[src/rtl/midi_rx_byte.sv]
// MIDI UART receiver (8N1, 31250 baud at 8 MHz) for one synchronized input.
// Serial frames become bytes on a valid/ready holding register. A low stop
// bit reports frame_err and parks the FSM in BREAK until the line goes high.
// The stop bit is sampled a full bit after the last data bit, and the FSM
// returns to IDLE there, half a bit before the frame really ends, so the
// next start edge is never missed.
// Build option: define MIDI_RX_RUNNING_STATUS_EN to track MIDI running
// status on status_byte; otherwise status_byte is tied to zero.
//
// state | meaning
// ------+-----------------------------------------------------------
// IDLE  | line idle, waiting for a falling edge (start bit)
// START | counting to mid start bit to reject glitches
// DATA  | sampling 8 data bits LSB-first, one per CLKS_PER_BIT
// STOP  | sampling the stop bit; high delivers, low is a framing error
// BREAK | stop bit was low; wait for the line to return high

module midi_rx_byte #(
   parameter int CLKS_PER_BIT = 256,
   parameter int CNT_W        = 9
) (
   input  logic       clk,
   input  logic       rst_n,
   input  logic       rx_in,
   output logic [7:0] rx_data,
   output logic       rx_valid,
   input  logic       rx_ready,
   output logic       frame_err,
   output logic       overrun,
   output logic       busy,
   output logic [7:0] status_byte
);

   typedef enum logic [2:0] {
      S_IDLE,
      S_START,
      S_DATA,
      S_STOP,
      S_BREAK
   } state_t;

   localparam logic [CNT_W-1:0] HALF_M1 = CNT_W'(CLKS_PER_BIT / 2 - 1);
   localparam logic [CNT_W-1:0] FULL_M1 = CNT_W'(CLKS_PER_BIT - 1);

   state_t           state_q, state_d;
   logic [CNT_W-1:0] cnt_q, cnt_d;
   logic [2:0]       bit_idx_q, bit_idx_d;
   logic [7:0]       shift_q, shift_d;
   logic             deliver_q, deliver_d;
   logic             frame_err_q, frame_err_d;
   logic [7:0]       rx_data_q, rx_data_d;
   logic             rx_valid_q, rx_valid_d;
   logic             overrun_q, overrun_d;

   // Receiver state, bit timing and shift register
   always_ff @(posedge clk or negedge rst_n) begin
      if (!rst_n) begin
         state_q     <= S_IDLE;
         cnt_q       <= '0;
         bit_idx_q   <= '0;
         shift_q     <= '0;
         deliver_q   <= 1'b0;
         frame_err_q <= 1'b0;
      end else begin
         state_q     <= state_d;
         cnt_q       <= cnt_d;
         bit_idx_q   <= bit_idx_d;
         shift_q     <= shift_d;
         deliver_q   <= deliver_d;
         frame_err_q <= frame_err_d;
      end
   end

   // Next-state logic; the counter is cleared at every sample point so it
   // never exceeds CLKS_PER_BIT-1
   always_comb begin
      state_d     = state_q;
      cnt_d       = cnt_q;
      bit_idx_d   = bit_idx_q;
      shift_d     = shift_q;
      deliver_d   = 1'b0;
      frame_err_d = 1'b0;
      case (state_q)
         S_IDLE: begin
            if (!rx_in) begin
               cnt_d   = '0;
               state_d = S_START;
            end
         end
         S_START: begin
            if (cnt_q == HALF_M1) begin
               cnt_d = '0;
               if (!rx_in) begin
                  bit_idx_d = 3'd0;
                  state_d   = S_DATA;
               end else begin
                  state_d = S_IDLE;
               end
            end else begin
               cnt_d = cnt_q + 1'b1;
            end
         end
         S_DATA: begin
            if (cnt_q == FULL_M1) begin
               cnt_d   = '0;
               shift_d = {rx_in, shift_q[7:1]};
               if (bit_idx_q == 3'd7) begin
                  state_d = S_STOP;
               end else begin
                  bit_idx_d = bit_idx_q + 3'd1;
               end
            end else begin
               cnt_d = cnt_q + 1'b1;
            end
         end
         S_STOP: begin
            if (cnt_q == FULL_M1) begin
               cnt_d = '0;
               if (rx_in) begin
                  deliver_d = 1'b1;
                  state_d   = S_IDLE;
               end else begin
                  frame_err_d = 1'b1;
                  state_d     = S_BREAK;
               end
            end else begin
               cnt_d = cnt_q + 1'b1;
            end
         end
         S_BREAK: begin
            if (rx_in) begin
               state_d = S_IDLE;
            end
         end
         default: begin
            state_d = S_IDLE;
         end
      endcase
   end

   // Holding register and overrun pulse
   always_ff @(posedge clk or negedge rst_n) begin
      if (!rst_n) begin
         rx_data_q  <= 8'h00;
         rx_valid_q <= 1'b0;
         overrun_q  <= 1'b0;
      end else begin
         rx_data_q  <= rx_data_d;
         rx_valid_q <= rx_valid_d;
         overrun_q  <= overrun_d;
      end
   end

   // Delivery in the cycle after the stop sample; an accept in that same
   // cycle frees the register so the new byte can replace the old one
   always_comb begin
      rx_data_d  = rx_data_q;
      rx_valid_d = rx_valid_q;
      overrun_d  = 1'b0;
      if (deliver_q) begin
         if (!rx_valid_q || rx_ready) begin
            rx_data_d  = shift_q;
            rx_valid_d = 1'b1;
         end else begin
            overrun_d = 1'b1;
         end
      end else if (rx_valid_q && rx_ready) begin
         rx_valid_d = 1'b0;
      end
   end

`ifdef MIDI_RX_RUNNING_STATUS_EN
   logic [7:0] status_q, status_d;

   // Running status register, updated on every delivered byte (even dropped)
   always_ff @(posedge clk or negedge rst_n) begin
      if (!rst_n) begin
         status_q <= 8'h00;
      end else begin
         status_q <= status_d;
      end
   end

   // Channel messages set status, system common clears it, realtime and
   // data bytes leave it alone
   always_comb begin
      status_d = status_q;
      if (deliver_q && shift_q[7]) begin
         if (shift_q[7:4] != 4'hF) begin
            status_d = shift_q;
         end else if (!shift_q[3]) begin
            status_d = 8'h00;
         end
      end
   end

   assign status_byte = status_q;
`else
   assign status_byte = 8'h00;
`endif

   assign rx_data   = rx_data_q;
   assign rx_valid  = rx_valid_q;
   assign frame_err = frame_err_q;
   assign overrun   = overrun_q;
   assign busy      = (state_q != S_IDLE);

endmodule

[config.mk]
export PLATFORM = sky130hd
export DESIGN_NAME = midi_rx_byte
export DESIGN_NICKNAME = d
export VERILOG_FILES = /design/src/rtl/midi_rx_byte.sv
export SDC_FILE = /design/constraint.sdc
export NUM_CORES = 1
export LEC_CHECK = 0
export BUFFER_PORTS_ARGS = -buffer_cell sky130_fd_sc_hd__buf_4
export CORE_ASPECT_RATIO = 1.2
export CORE_MARGIN = 2
export CORE_UTILIZATION = 35
export DETAILED_ROUTE_END_ITERATION = 10
export SETUP_SLACK_MARGIN = 0.3
export SYNTH_ARGS = -nofsm -noshare
export SYNTH_HDL_FRONTEND = slang
export SYNTH_SLANG_ARGS = --single-unit
[constraint.sdc]
create_clock -name clk -period 5.1 [get_ports clk]
set_input_delay 1.02 -clock clk [delete_from_list [all_inputs] [get_ports clk]]
set_output_delay 1.02 -clock clk [all_outputs]
set_load 0.005 [all_outputs]
## Word-level counts from Yosys, hierarchy flattened

Index checks and enable logic that the tools add are counted.

- Register bits after elaboration: 35
- Input bits: 4
- Output and inout port bits: 20
- Word-level logic and storage cells: 71

- $add $sub $neg: 2
- Eq/ne operators: 16
- Multiplexer cells: 29
- Reductions and logical operators: 15

Operators by type and width:

| operator | count |
|---|---|
| 2-to-1 mux 3 bit | 11 |
| 2-to-1 mux 9 bit | 3 |
| one-hot mux 9 bit (3 select lines) | 1 |
| inequality test 2 bit, second input constant | 8 |
| one-hot mux 3 bit (5 select lines) | 1 |
| 2-to-1 mux 1 bit | 11 |
| adder 9 x 1 -> 9 bit, second input constant | 1 |
| equality test 9 x 7 -> 1 bit, second input constant | 1 |
| equality test 9 x 8 -> 1 bit, second input constant | 1 |
| AND reduction 2 bit | 4 |
| equality test 3 x 2 -> 1 bit, second input constant | 2 |
| equality test 3 bit, second input constant | 2 |
| one-hot mux 3 bit (2 select lines) | 1 |
| AND reduction 6 bit | 1 |
| nonzero test 3 bit | 2 |
| AND reduction 5 bit | 1 |
| nonzero test 2 bit | 2 |
| adder 3 x 1 -> 3 bit, second input constant | 1 |
| equality test 3 x 1 -> 1 bit, second input constant | 1 |
| logical NOT 3 bit | 1 |
| 2-to-1 mux 2 bit | 1 |
| inequality test 2 x 1 -> 1 bit, second input constant | 1 |
| OR reduction 2 bit | 1 |
| logical AND 1 bit | 1 |
| other kinds (2) | 2 |

## Longest topological paths before layout

- Depth after elaboration: 4
- Depth in mapped cells: 9
- Mapped depth without buffers: 8

## Worst setup path after synthesis

OpenSTA, ideal clock, no wires.

- Path kind: in2reg
- Start point: input rx_in
- End point: register bit_idx_q[0]
- Data arrival time: 2.197 ns
- Path slack: 2.778 ns
- Cell stages on the path: 4
- Path buffers: 0
- Path through: or4b_1 > a2111oi_2 > inv_1 > mux2_2

- Longest elaborated chain between the ends: 2

RTL lines:

| what | line | source |
|---|---|---|
| from (decl) | 24 | `input logic rx_in,` |
| inequality test 2 bit (no line) | - |  |
| AND reduction 5 bit (no line) | - |  |
| to (signal assigned) | 67 | `bit_idx_q <= bit_idx_d;` |
| to (decl) | 47 | `logic [2:0] bit_idx_q, bit_idx_d;` |

Every way passes these cells.
A chain may end at the register's enable or synchronous reset.

## Final worst setup path

- Start point: register state_q[1]
- End point: output busy

- Longest elaborated chain between the ends: 1

RTL lines:

| what | line | source |
|---|---|---|
| from (decl) | 45 | `state_t state_q, state_d;` |
| from (signal assigned) | 65 | `state_q <= state_d;` |
| nonzero test 3 bit | 206 | `assign busy = (state_q != S_IDLE);` |
| to (decl) | 30 | `output logic busy,` |

Every way passes these cells.

==> impl_metrics.csv <==
group,metric,value,unit
run_status,status,"completed",
floorplanning,pin_count,24,
pwr,p_leak,0.934,nW
layout,drive_above_1_share,28.7,%
synth,syn_inst,155,
cts,clock_path_buffers,2,
global_route,grt_max_degree,36,
global_route,grt_pass1_wl,4.97,mm
global_route,grt_overflow,0,
synth,syn_area_per_cell,11.1,um2
drt,wirelength,2.91,mm
floorplanning,start_util,35.7,%
worst_setup_path,cp-end-kind,"primary output",
sta,fmax,0.430,GHz
floorplanning,die_h,80.9,um
pwr,cellPowerDensity,372,nW/um2
floorplanning,row_count,28,
floorplanning,dieArea,5510,um2
cts,cts_tree,"yes",
cts,clockRootBuffer,"clkbuf_8",
layout,fin_area,1970,um2
synth,yosys_register_bits,35,
sta,fin_setup_tns,0,ps
cts,path_clk_slew,70,ps
worst_setup_path,crit_start,"state_q[1]$_DFFE_PN0P_",
layout,final_util,40.8,%
pwr,peakVddDrop,0.186,mV
layout,diodes,0,
worst_setup_path,max_stage_delay,530,ps
layout,nNetsFinal,178,
layout,area_growth,14.3,%
drt,wl_per_cell,12.6,um
sta,fin_crit,2330,ps
sta,finalCritPeriodShare,45.6,%
synth,yosysUniqueCellTypes,40,
synth,async_reset_ff_share,100,%
global_route,antenna_found_initial,0,
worst_setup_path,cp_cell_sequence,"nor2_1 > nand2_1 > buf_4",
cts,numCtsBuffers,5,
floorplanning,core_region_area,4830,um2
min_path,min_from,"deliver_q$_DFF_PN0_",
placed_design,place_hpwl,2.07,mm
worst_setup_path,cp.required,4080,ps
synth,synthFlopType,"dfrtp_1",
sta,maxSlewViolCount,0,
synth,ys.warnings.count,0,
synth,synth_area,1730,um2
placed_design,pre_cts_ws,2570,ps
sta,skew,6.07,ps
cts,htreeDepth,2,
sta,slew_headroom,57.2,%
cts,postCtsHoldBufs,0,
drt,vias,1189,
run,max-cap-violations,0,
worst_setup_path,slowest_stage,"dfrtp_1",
placed_design,gp_congestion,0.795,
sta,worst_pin_slew,638,ps
sta,worst_slack,2770,ps
sta,hold_viol,0,
drt,drt_iter0_markers,46,
sta,holdWs,479,ps
drt,drc_errors,0,
sta,rsz0062_at_grt,"false",
sta,setup_viol,0,
cts,cts_setup_buffers,0,
global_route,grt_pass1_vias,1108,
floorplanning,die_w,68.1,um
drt,ant_nets,0,
global_route,grt_util_all_layers,12.0,%
worst_setup_path,crit_path_max_fanout,14,
worst_setup_path,cp.buffers_inverters,1,
drt,drt-pass1-iter-count,4,
worst_setup_path,reg2reg_from,"cnt_q[0]$_DFFE_PN0P_",
min_path,hold_path_class,"register to register",
synth,seq_area_frac_synth,50.7,%
placed_design,port_buffers,15,
worst_setup_path,crit_arrival,1310,ps
cts,clkLatencyLatePin,280,ps
layout,n_fill_cell,472,
drt,viasPerCell,5.15,
placed_design,placed_area,1860,um2
cts,cts_sinks,35,
worst_setup_path,start_kind,"register",
worst_setup_path,cp_top_family,"flip-flops",
synth,synth_edf_count,0,
worst_setup_path,crit_type,"register to primary output",
cts,cts_resized,0,
==> sequential cells by signal, indices dropped and copies added, names as in the netlist <==
register and flops:
cnt_q 9, rx_data 8, shift_q 8, bit_idx_q 3, state_q 3, deliver_q 1, frame_err 1, overrun 1
rx_valid 1
==> worst min-delay path: stages, from the launching register on <==
cell,delay (ps)
dfrtp_1,340
inv_1,50
nand2_1,50
==> layer usage <==
layer	track usage [%]	share of wire (%)	up-vias
li1	-	-	570
met1	13.7	43	583
met2	20.3	50	30
met3	4.16	4.5	6
met4	4.80	1.8	0
met5	0	0	-
==> cells in the final DEF (no fill, tap or decap), types with 4 or more instances in the layout <==
master and n:
buf_4 15, clkbuf_8 6, conb_1 8, dfrtp_1 35, ha_1 4, inv_1 5
mux2_2 17, nand2_1 17, nor2_1 7, o211ai_1 4, o21ai_0 7, or2_2 4
==> cell type report <==
cell class	count	area [um2]	area share [%]
multi-input combinational	108	773	39.2
inverter	5	18.8	0.951
timing repair buffer	15	113	5.71
clock buffer	6	82.6	4.19
tap	60	75.1	3.80
sequential	35	876	44.4
clock inverter	2	35.0	1.78
==> final timing paths <==
check                                          to  slack, ps  depth (start not counted)
min in group asynchronous       overrun$_DFF_PN0_        670                          1
min reg2reg                  rx_valid$_DFFE_PN0P_        480                          2
max reg2reg                shift_q[1]$_DFFE_PN0P_       2950                          4
max                                          busy       2770                          3
max in group asynchronous    cnt_q[5]$_DFFE_PN0P_       4120                          1
min                          rx_valid$_DFFE_PN0P_        480                          2
==> synthesized netlist by cell type, drive strengths merged, types with 2 or more instances <==
cell type | count | area (um2)
ha | 4 | 50.1
nor2b | 2 | 12.5
nor3 | 3 | 15.0
o211ai | 4 | 30.0
nand2b | 2 | 12.5
or2 | 4 | 25.0
a22o | 3 | 26.3
nand2 | 17 | 63.8
o21ai | 8 | 40.0
or3 | 3 | 18.8
or4b | 2 | 20.0
nor2 | 7 | 26.3
a31oi | 2 | 12.5
mux2 | 17 | 191
or4 | 3 | 22.5
clkbuf | 4 | 15.0
dfrtp | 35 | 876
a2111oi | 2 | 23.8
inv | 5 | 18.8
buf | 10 | 70.1
nand3 | 3 | 15.0
==> power breakdown <==
part	total [mW]	internal (mW)	switching, mW
logic	0.109	0.0538	0.0556
registers	0.368	0.314	0.0543
clock network	0.256	0.158	0.0982
==> logic make-up after synthesis <==
| logic type | count (synthesis) | synth area share, % |
|---|---|---|
| and+or+nand+nor | 53 | 17.8 |
| DFF | 35 | 50.7 |
| AOI/OAI and AO/OA | 26 | 11.3 |
| buffers and inverters | 19 | 6.01 |
| muxes | 17 | 11.1 |
| adders and majority gates | 4 | 2.90 |
| other | 1 | 0.217 |
==> per-stage QoR <==
stage / std cells / power, mW
2_1_floorplan: 162 / 0.454
3_3_place_gp: 223 / 0.476
3_5_place_dp: 223 / 0.484
4_1_cts: 231 / 0.744
5_1_grt: 231 / 0.783
6_report: 231 / 0.734
Power figures use the tool's default switching activity.
